### config.mk
export PLATFORM = sky130hd
export DESIGN_NAME = rob_commit_flat
export DESIGN_NICKNAME = d
export VERILOG_FILES = /design/src/rtl/rob_pkg.sv /design/src/rtl/rob_commit_if.sv /design/src/rtl/rob_commit.sv /design/src/flat_wrapper.sv
export SDC_FILE = /design/constraint.sdc
export NUM_CORES = 1
export LEC_CHECK = 0
export ABC_AREA = 1
export BUFFER_PORTS_ARGS = -buffer_cell sky130_fd_sc_hd__buf_2
export CORE_UTILIZATION = 50
export CTS_CLUSTER_SIZE = 12
export DETAILED_ROUTE_END_ITERATION = 6
export PLACE_DENSITY_LB_ADDON = 0.08
export SLEW_MARGIN = 20
export SYNTH_ARGS = -nofsm -noshare
export SYNTH_HDL_FRONTEND = slang
export SYNTH_SLANG_ARGS = --single-unit
### constraint.sdc
create_clock -name clk -period 2.35 [get_ports clk]
set_input_delay 0.3525 -clock clk [delete_from_list [all_inputs] [get_ports clk]]
set_output_delay 0.3525 -clock clk [all_outputs]
set_load 0.05 [all_outputs]
### src/rtl/rob_pkg.sv
// Shared definitions for the reorder-buffer commit block.
// Holds the default buffer geometry, the architectural register file size and
// the layout of one reorder-buffer entry.
package rob_pkg;

  localparam int unsigned DEPTH         = 8;
  localparam int unsigned TAG_W         = $clog2(DEPTH);
  localparam int unsigned NUM_ARCH_REGS = 32;
  localparam int unsigned REG_W         = $clog2(NUM_ARCH_REGS);
  localparam int unsigned DATA_W        = 32;

  typedef struct packed {
    logic              busy;
    logic              ready;
    logic [REG_W-1:0]  dest;
    logic [DATA_W-1:0] data;
  } rob_entry_t;

endpackage

### src/rtl/rob_commit_if.sv
// Bundle of dispatch (alloc), writeback, flush and regfile-commit signals.
//   master : dispatch/execute side; drives alloc*, wb*, flush and observes
//            allocReady/allocTag/empty and the regfile write port.
//   slave  : the reorder buffer itself.
interface rob_commit_if #(
  parameter int unsigned TAG_W = rob_pkg::TAG_W
) ();
  import rob_pkg::*;

  logic              allocValid;
  logic [REG_W-1:0]  allocDest;
  logic              allocReady;
  logic [TAG_W-1:0]  allocTag;
  logic              wbValid;
  logic [TAG_W-1:0]  wbTag;
  logic [DATA_W-1:0] wbData;
  logic              flush;
  logic              ROBwriteEnable;
  logic [REG_W-1:0]  ROBwriteIndex;
  logic [DATA_W-1:0] ROBwriteData;
  logic              empty;

  modport master (
    output allocValid, allocDest, wbValid, wbTag, wbData, flush,
    input  allocReady, allocTag, ROBwriteEnable, ROBwriteIndex, ROBwriteData, empty
  );

  modport slave (
    input  allocValid, allocDest, wbValid, wbTag, wbData, flush,
    output allocReady, allocTag, ROBwriteEnable, ROBwriteIndex, ROBwriteData, empty
  );

endinterface

### src/rtl/rob_commit.sv
// Reorder buffer with in-order commit to the architectural register file.
// Ports:
//   clk    - single clock, rising edge
//   rst_n  - asynchronous active-low reset
//   io     - rob_commit_if.slave: alloc (allocValid/allocDest -> allocReady/
//            allocTag), writeback (wbValid/wbTag/wbData), flush, regfile write
//            port (ROBwriteEnable/Index/Data) and empty status.
// Entries are allocated at the tail, completed out of order by writeback and
// retired from the head. Each retirement to a non-zero register produces a
// one-cycle write strobe; a retirement is never started while a strobe is
// high, so consecutive writes are always separated by a low cycle.
module rob_commit #(
  parameter int unsigned DEPTH = rob_pkg::DEPTH,
  parameter int unsigned TAG_W = rob_pkg::TAG_W
) (
  input  logic         clk,
  input  logic         rst_n,
  rob_commit_if.slave  io
);
  import rob_pkg::*;

  rob_entry_t        rob_q [DEPTH];
  logic [TAG_W-1:0]  head_q;
  logic [TAG_W-1:0]  tail_q;
  logic [TAG_W:0]    count_q;
  logic              wen_q;
  logic [REG_W-1:0]  widx_q;
  logic [DATA_W-1:0] wdata_q;

  rob_entry_t        head_entry;
  logic              alloc_ready;
  logic              alloc_fire;
  logic              commit_fire;

  always_comb begin
    head_entry  = rob_q[head_q];
    alloc_ready = count_q < (TAG_W+1)'(DEPTH);
    alloc_fire  = io.allocValid && alloc_ready;
    commit_fire = head_entry.busy && head_entry.ready && !wen_q;
  end

  // Statement order matters: a commit clears the head after any same-cycle
  // writeback, and an alloc (always to a non-busy tail) overrides both.
  always_ff @(posedge clk or negedge rst_n) begin
    if (!rst_n) begin
      for (int unsigned i = 0; i < DEPTH; i++) rob_q[i] <= '0;
      head_q  <= '0;
      tail_q  <= '0;
      count_q <= '0;
      wen_q   <= 1'b0;
      widx_q  <= '0;
      wdata_q <= '0;
    end else if (io.flush) begin
      for (int unsigned i = 0; i < DEPTH; i++) begin
        rob_q[i].busy  <= 1'b0;
        rob_q[i].ready <= 1'b0;
      end
      head_q  <= '0;
      tail_q  <= '0;
      count_q <= '0;
      wen_q   <= 1'b0;
    end else begin
      if (io.wbValid && rob_q[io.wbTag].busy) begin
        rob_q[io.wbTag].ready <= 1'b1;
        rob_q[io.wbTag].data  <= io.wbData;
      end

      if (commit_fire) begin
        rob_q[head_q].busy  <= 1'b0;
        rob_q[head_q].ready <= 1'b0;
        head_q              <= head_q + TAG_W'(1);
      end

      if (alloc_fire) begin
        rob_q[tail_q].busy  <= 1'b1;
        rob_q[tail_q].ready <= 1'b0;
        rob_q[tail_q].dest  <= io.allocDest;
        tail_q              <= tail_q + TAG_W'(1);
      end

      unique case ({alloc_fire, commit_fire})
        2'b10:   count_q <= count_q + (TAG_W+1)'(1);
        2'b01:   count_q <= count_q - (TAG_W+1)'(1);
        default: count_q <= count_q;
      endcase

      // Register x0 is never written; index/data hold their last value.
      wen_q <= commit_fire && (head_entry.dest != '0);
      if (commit_fire && (head_entry.dest != '0)) begin
        widx_q  <= head_entry.dest;
        wdata_q <= head_entry.data;
      end
    end
  end

  assign io.allocReady     = alloc_ready;
  assign io.allocTag       = tail_q;
  assign io.empty          = (count_q == '0);
  assign io.ROBwriteEnable = wen_q;
  assign io.ROBwriteIndex  = widx_q;
  assign io.ROBwriteData   = wdata_q;

endmodule

### src/flat_wrapper.sv
// flat-port wrapper written by rule: the top's interface ports become plain ports
module rob_commit_flat import rob_pkg::*;
#(
  parameter int unsigned DEPTH = rob_pkg::DEPTH,
  parameter int unsigned TAG_W = rob_pkg::TAG_W
)
  (clk, rst_n, io_allocValid, io_allocDest, io_wbValid, io_wbTag, io_wbData, io_flush, io_allocReady, io_allocTag, io_ROBwriteEnable, io_ROBwriteIndex, io_ROBwriteData, io_empty);
  rob_commit_if #(.TAG_W(TAG_W)) io_i ();
  input  logic clk;
  input  logic rst_n;
  input wire logic [$bits(io_i.allocValid)-1:0] io_allocValid;
  input wire logic [$bits(io_i.allocDest)-1:0] io_allocDest;
  input wire logic [$bits(io_i.wbValid)-1:0] io_wbValid;
  input wire logic [$bits(io_i.wbTag)-1:0] io_wbTag;
  input wire logic [$bits(io_i.wbData)-1:0] io_wbData;
  input wire logic [$bits(io_i.flush)-1:0] io_flush;
  output wire logic [$bits(io_i.allocReady)-1:0] io_allocReady;
  output wire logic [$bits(io_i.allocTag)-1:0] io_allocTag;
  output wire logic [$bits(io_i.ROBwriteEnable)-1:0] io_ROBwriteEnable;
  output wire logic [$bits(io_i.ROBwriteIndex)-1:0] io_ROBwriteIndex;
  output wire logic [$bits(io_i.ROBwriteData)-1:0] io_ROBwriteData;
  output wire logic [$bits(io_i.empty)-1:0] io_empty;
  assign io_i.allocValid = io_allocValid;
  assign io_i.allocDest = io_allocDest;
  assign io_i.wbValid = io_wbValid;
  assign io_i.wbTag = io_wbTag;
  assign io_i.wbData = io_wbData;
  assign io_i.flush = io_flush;
  assign io_allocReady = io_i.allocReady;
  assign io_allocTag = io_i.allocTag;
  assign io_ROBwriteEnable = io_i.ROBwriteEnable;
  assign io_ROBwriteIndex = io_i.ROBwriteIndex;
  assign io_ROBwriteData = io_i.ROBwriteData;
  assign io_empty = io_i.empty;
  rob_commit #(.DEPTH(DEPTH), .TAG_W(TAG_W)) u_core (.clk(clk), .rst_n(rst_n), .io(io_i));
endmodule
==> results.py <==
metrics = {
    "floorplanning": {
        "core-area_um2": 31800,
        "die_x_um": 183,
        "die_y_um": 183,
        "row_count": 65,
        "initial_utilization": 0.513,
        "pin_count": 88,
        "dieArea_um2": 33300,
    },
    "routing": {
        "routed_wl_um": 48800,
        "first_pass_iters": 5,
        "drc_errors": 0,
        "drt_iter0_markers": 1190,
        "ant_nets": 0,
        "avgRoutedWirePerCell_um": 19.7,
        "viasPerCell": 5.57,
        "vias": 13809,
    },
    "synth": {
        "syn_area_per_cell_um2": 8.30,
        "ys_types": 34,
        "syn_inst": 1965,
        "ys.warnings.count": 0,
        "syn_area_um2": 16300,
        "syn-num-nets": 2014,
        "yosysSeqAreaShare": 0.552,
        "ys_ff_latch": 360,
    },
    "run": {
        "max-cap-violations": 0,
    },
    "final_layout": {
        "final_cell_mix": "632 x nand2_1, 358 x dfrtp_1, 313 x o21ai_0",
        "nets": 2063,
        "final_common_cell": "nand2_1",
        "syn_to_final_growth_pct": 15.4,
        "drive_gt1_frac": 0.120,
    },
    "cts": {
        "cts_buffers": 40,
        "clock-root-buffer": "clkbuf_16",
        "clock-sinks": 360,
        "cts_setup_buffers": 0,
        "clkTransAtPathRegs_ns": 0.06,
        "cts_buffer_depth": 3,
        "clk_latency_ns": 0.54,
        "htreeDepth": 2,
        "cts_tree": "yes",
    },
    "sta": {
        "final-hold-violation-count": 0,
        "slew_viol_final": 0,
        "setup_ws_ns": 0.0997,
        "min_period_ns": 2.25,
        "fin_hold_ws_ns": 0.0378,
        "period_share": 0.958,
        "final.setup.tns_ns": 0,
        "fmaxAchievable_mhz": 444,
        "clock_skew_ns": 0.0161,
        "tightestPinTransition_ns": 0.520,
        "final-setup-viol-count": 0,
        "relSlewSlack": 0.652,
    },
    "worst_setup_path": {
        "crit_chain": "buf_4, nand3_1, buf_4, nor2_1, a211oi_1, nand2_1, nor2_1, nand3_1, nand2_2, buf_12, nand2_1, o21ai_1",
        "crit_slowest_cell": "dfrtp_2",
        "worstPathArrival_ns": 2.71,
        "crit_path_max_fanout": 50,
        "required_ns": 2.81,
        "critPathMaxStageDelay_ns": 0.44,
        "worst-setup-path-type": "flop to flop",
        "end_kind": "flop",
        "r2r_end": "u_core.io.ROBwriteData[12]",
        "r2r-start": "u_core.head_q[0]",
        "cp-start-kind": "flop",
        "r2r.worst_path.cells": 12,
        "reg2reg_slack_ns": 0.1,
    },
    "global_routing": {
        "antenna_found_initial": 4,
        "grt_overflow": 0,
        "grt_pass1_vias": 13257,
        "grt_max_degree": 74,
        "gr-usage-all-layers": 0.302,
        "grt_pass1_wl_um": 77100,
    },
    "worst_hold_path": {
        "min_to": "u_core.io.allocTag[1]",
        "min_from": "io_flush",
        "hold_path_class": "input pin to flop",
        "whs_path_depth": 2,
    },
    "power_and_ir_drop": {
        "power.density_nw_per_um2": 782,
        "p_leak_nw": 9.76,
        "vdd_drop_max_mv": 0.608,
    },
    "placed_design": {
        "place.gp.congestion": 0.915,
        "dp_slack_ns": 0.0683,
        "numPortBuffers": 87,
        "dp_hpwl_um": 29400,
    },
    "outcome": {
        "run_status": "complete, no violations",
    },
}
-- critical path: cells and delay by family (launching register included) --
| family | cells | cell delay [ns] |
|---|---|---|
| simple gates | 7 | 0.73 |
| compound gates | 2 | 0.37 |
| flops | 1 | 0.44 |
| buf+inv | 3 | 0.59 |
-- sequential cells by signal, indices dropped and copies added, names as in the netlist --
register and cells:
u_core.io.ROBwriteData 32, u_core.io.ROBwriteEnable 1, u_core.io.allocTag 3, u_core.count_q 4
u_core.io.ROBwriteIndex 5, u_core.rob_q 312, u_core.head_q 3
-- where the power goes --
part           internal [W]  switching (W)  total, W  leakage, nW
clock network       0.00379        0.00253   0.00632        0.652
logic              0.000448       0.000934   0.00138         4.66
registers           0.00676       0.000270   0.00703         4.45
total                0.0110        0.00373    0.0147         9.76
-- layer usage --
layer / vias up / GRT usage / wire (µm)
met5: - / 0 / 10
met4: 2 / 0.0797 / 1140
met3: 84 / 0.0537 / 3620
met2: 513 / 0.470 / 21900
met1: 6753 / 0.435 / 22100
li1: 6457 / - / -
-- cells in the mapped netlist --
cell | instances | area (µm²)
nand2_1 | 633 | 2380
dfrtp_1 | 360 | 9010
o21ai_0 | 313 | 1570
inv_1 | 203 | 762
buf_2 | 62 | 310
o21ai_1 | 58 | 290
clkbuf_1 | 57 | 214
nor2_1 | 40 | 150
o22ai_1 | 34 | 213
a221oi_1 | 31 | 272
nand3_1 | 28 | 140
nand4_1 | 22 | 138
a22oi_1 | 21 | 158
a21oi_1 | 13 | 65.1
buf_4 | 11 | 82.6
inv_2 | 11 | 41.3
o221ai_1 | 9 | 78.8
nor3_1 | 8 | 40.0
buf_1 | 6 | 22.5
nor2_2 | 6 | 37.5
a22o_1 | 5 | 43.8
buf_6 | 5 | 56.3
nand3_2 | 5 | 50.1
clkbuf_2 | 4 | 20.0
ha_1 | 4 | 50.1
a211oi_1 | 3 | 22.5
nand3b_1 | 3 | 22.5
a31oi_1 | 2 | 12.5
nand2_2 | 2 | 12.5
o2111ai_1 | 2 | 17.5
nor2_4 | 1 | 11.3
nor4_1 | 1 | 6.26
o2111a_1 | 1 | 11.3
o211ai_1 | 1 | 7.51
-- final cells by class --
cell class / count / area [µm²]
Tap cell: 435 / 544
Inverter: 214 / 803
Antenna cell: 3 / 7.51
Fill cell: 2855 / 13000
Sequential cell: 360 / 9010
Multi-Input combinational cell: 1246 / 5860
Timing Repair Buffer: 152 / 1270
Clock inverter: 5 / 63.8
Clock buffer: 65 / 1270
-- kinds of logic after synthesis --
| group | after synthesis | share of synthesized area |
|---|---|---|
| flops | 360 | 0.552 |
| compound gates | 493 | 0.169 |
| fa+ha+maj | 4 | 0.00307 |
| simple gates | 749 | 0.183 |
| buf+inv | 359 | 0.0925 |
-- metrics by stage --
step	area (µm²)	utilization	instances	total power, W
final	18800	0.592	2480	0.0147
after global routing	18800	0.592	2477	0.0153
after CTS	18800	0.591	2477	0.0149
after detailed placement	17500	0.549	2406	0.00851
after global placement	17500	0.549	2406	0.00846
after floorplan	16300	-	1965	0.00797
-- timing repair --
item	4_1_cts	5_1_grt
hold endpoints to repair	40	0
gates resized for setup	0	6
endpoints found under the setup margin	0	37
hold buffers	1	0
-- worst max path at each step --
stage / start / endpoint / cells past startpoint
2_1_floorplan: u_core.count_q[3] / io_empty / 1
3_3_place_gp: u_core.head_q[0] / u_core.io.ROBwriteIndex[0] / 11
3_5_place_dp: u_core.head_q[0] / u_core.io.ROBwriteIndex[1] / 11
4_1_cts: u_core.head_q[0] / u_core.io.ROBwriteData[2] / 12
5_1_grt: u_core.head_q[2] / u_core.count_q[3] / 14
6_report: u_core.head_q[0] / u_core.io.ROBwriteData[12] / 12
No activity file was read; power rests on OpenSTA's default activity.
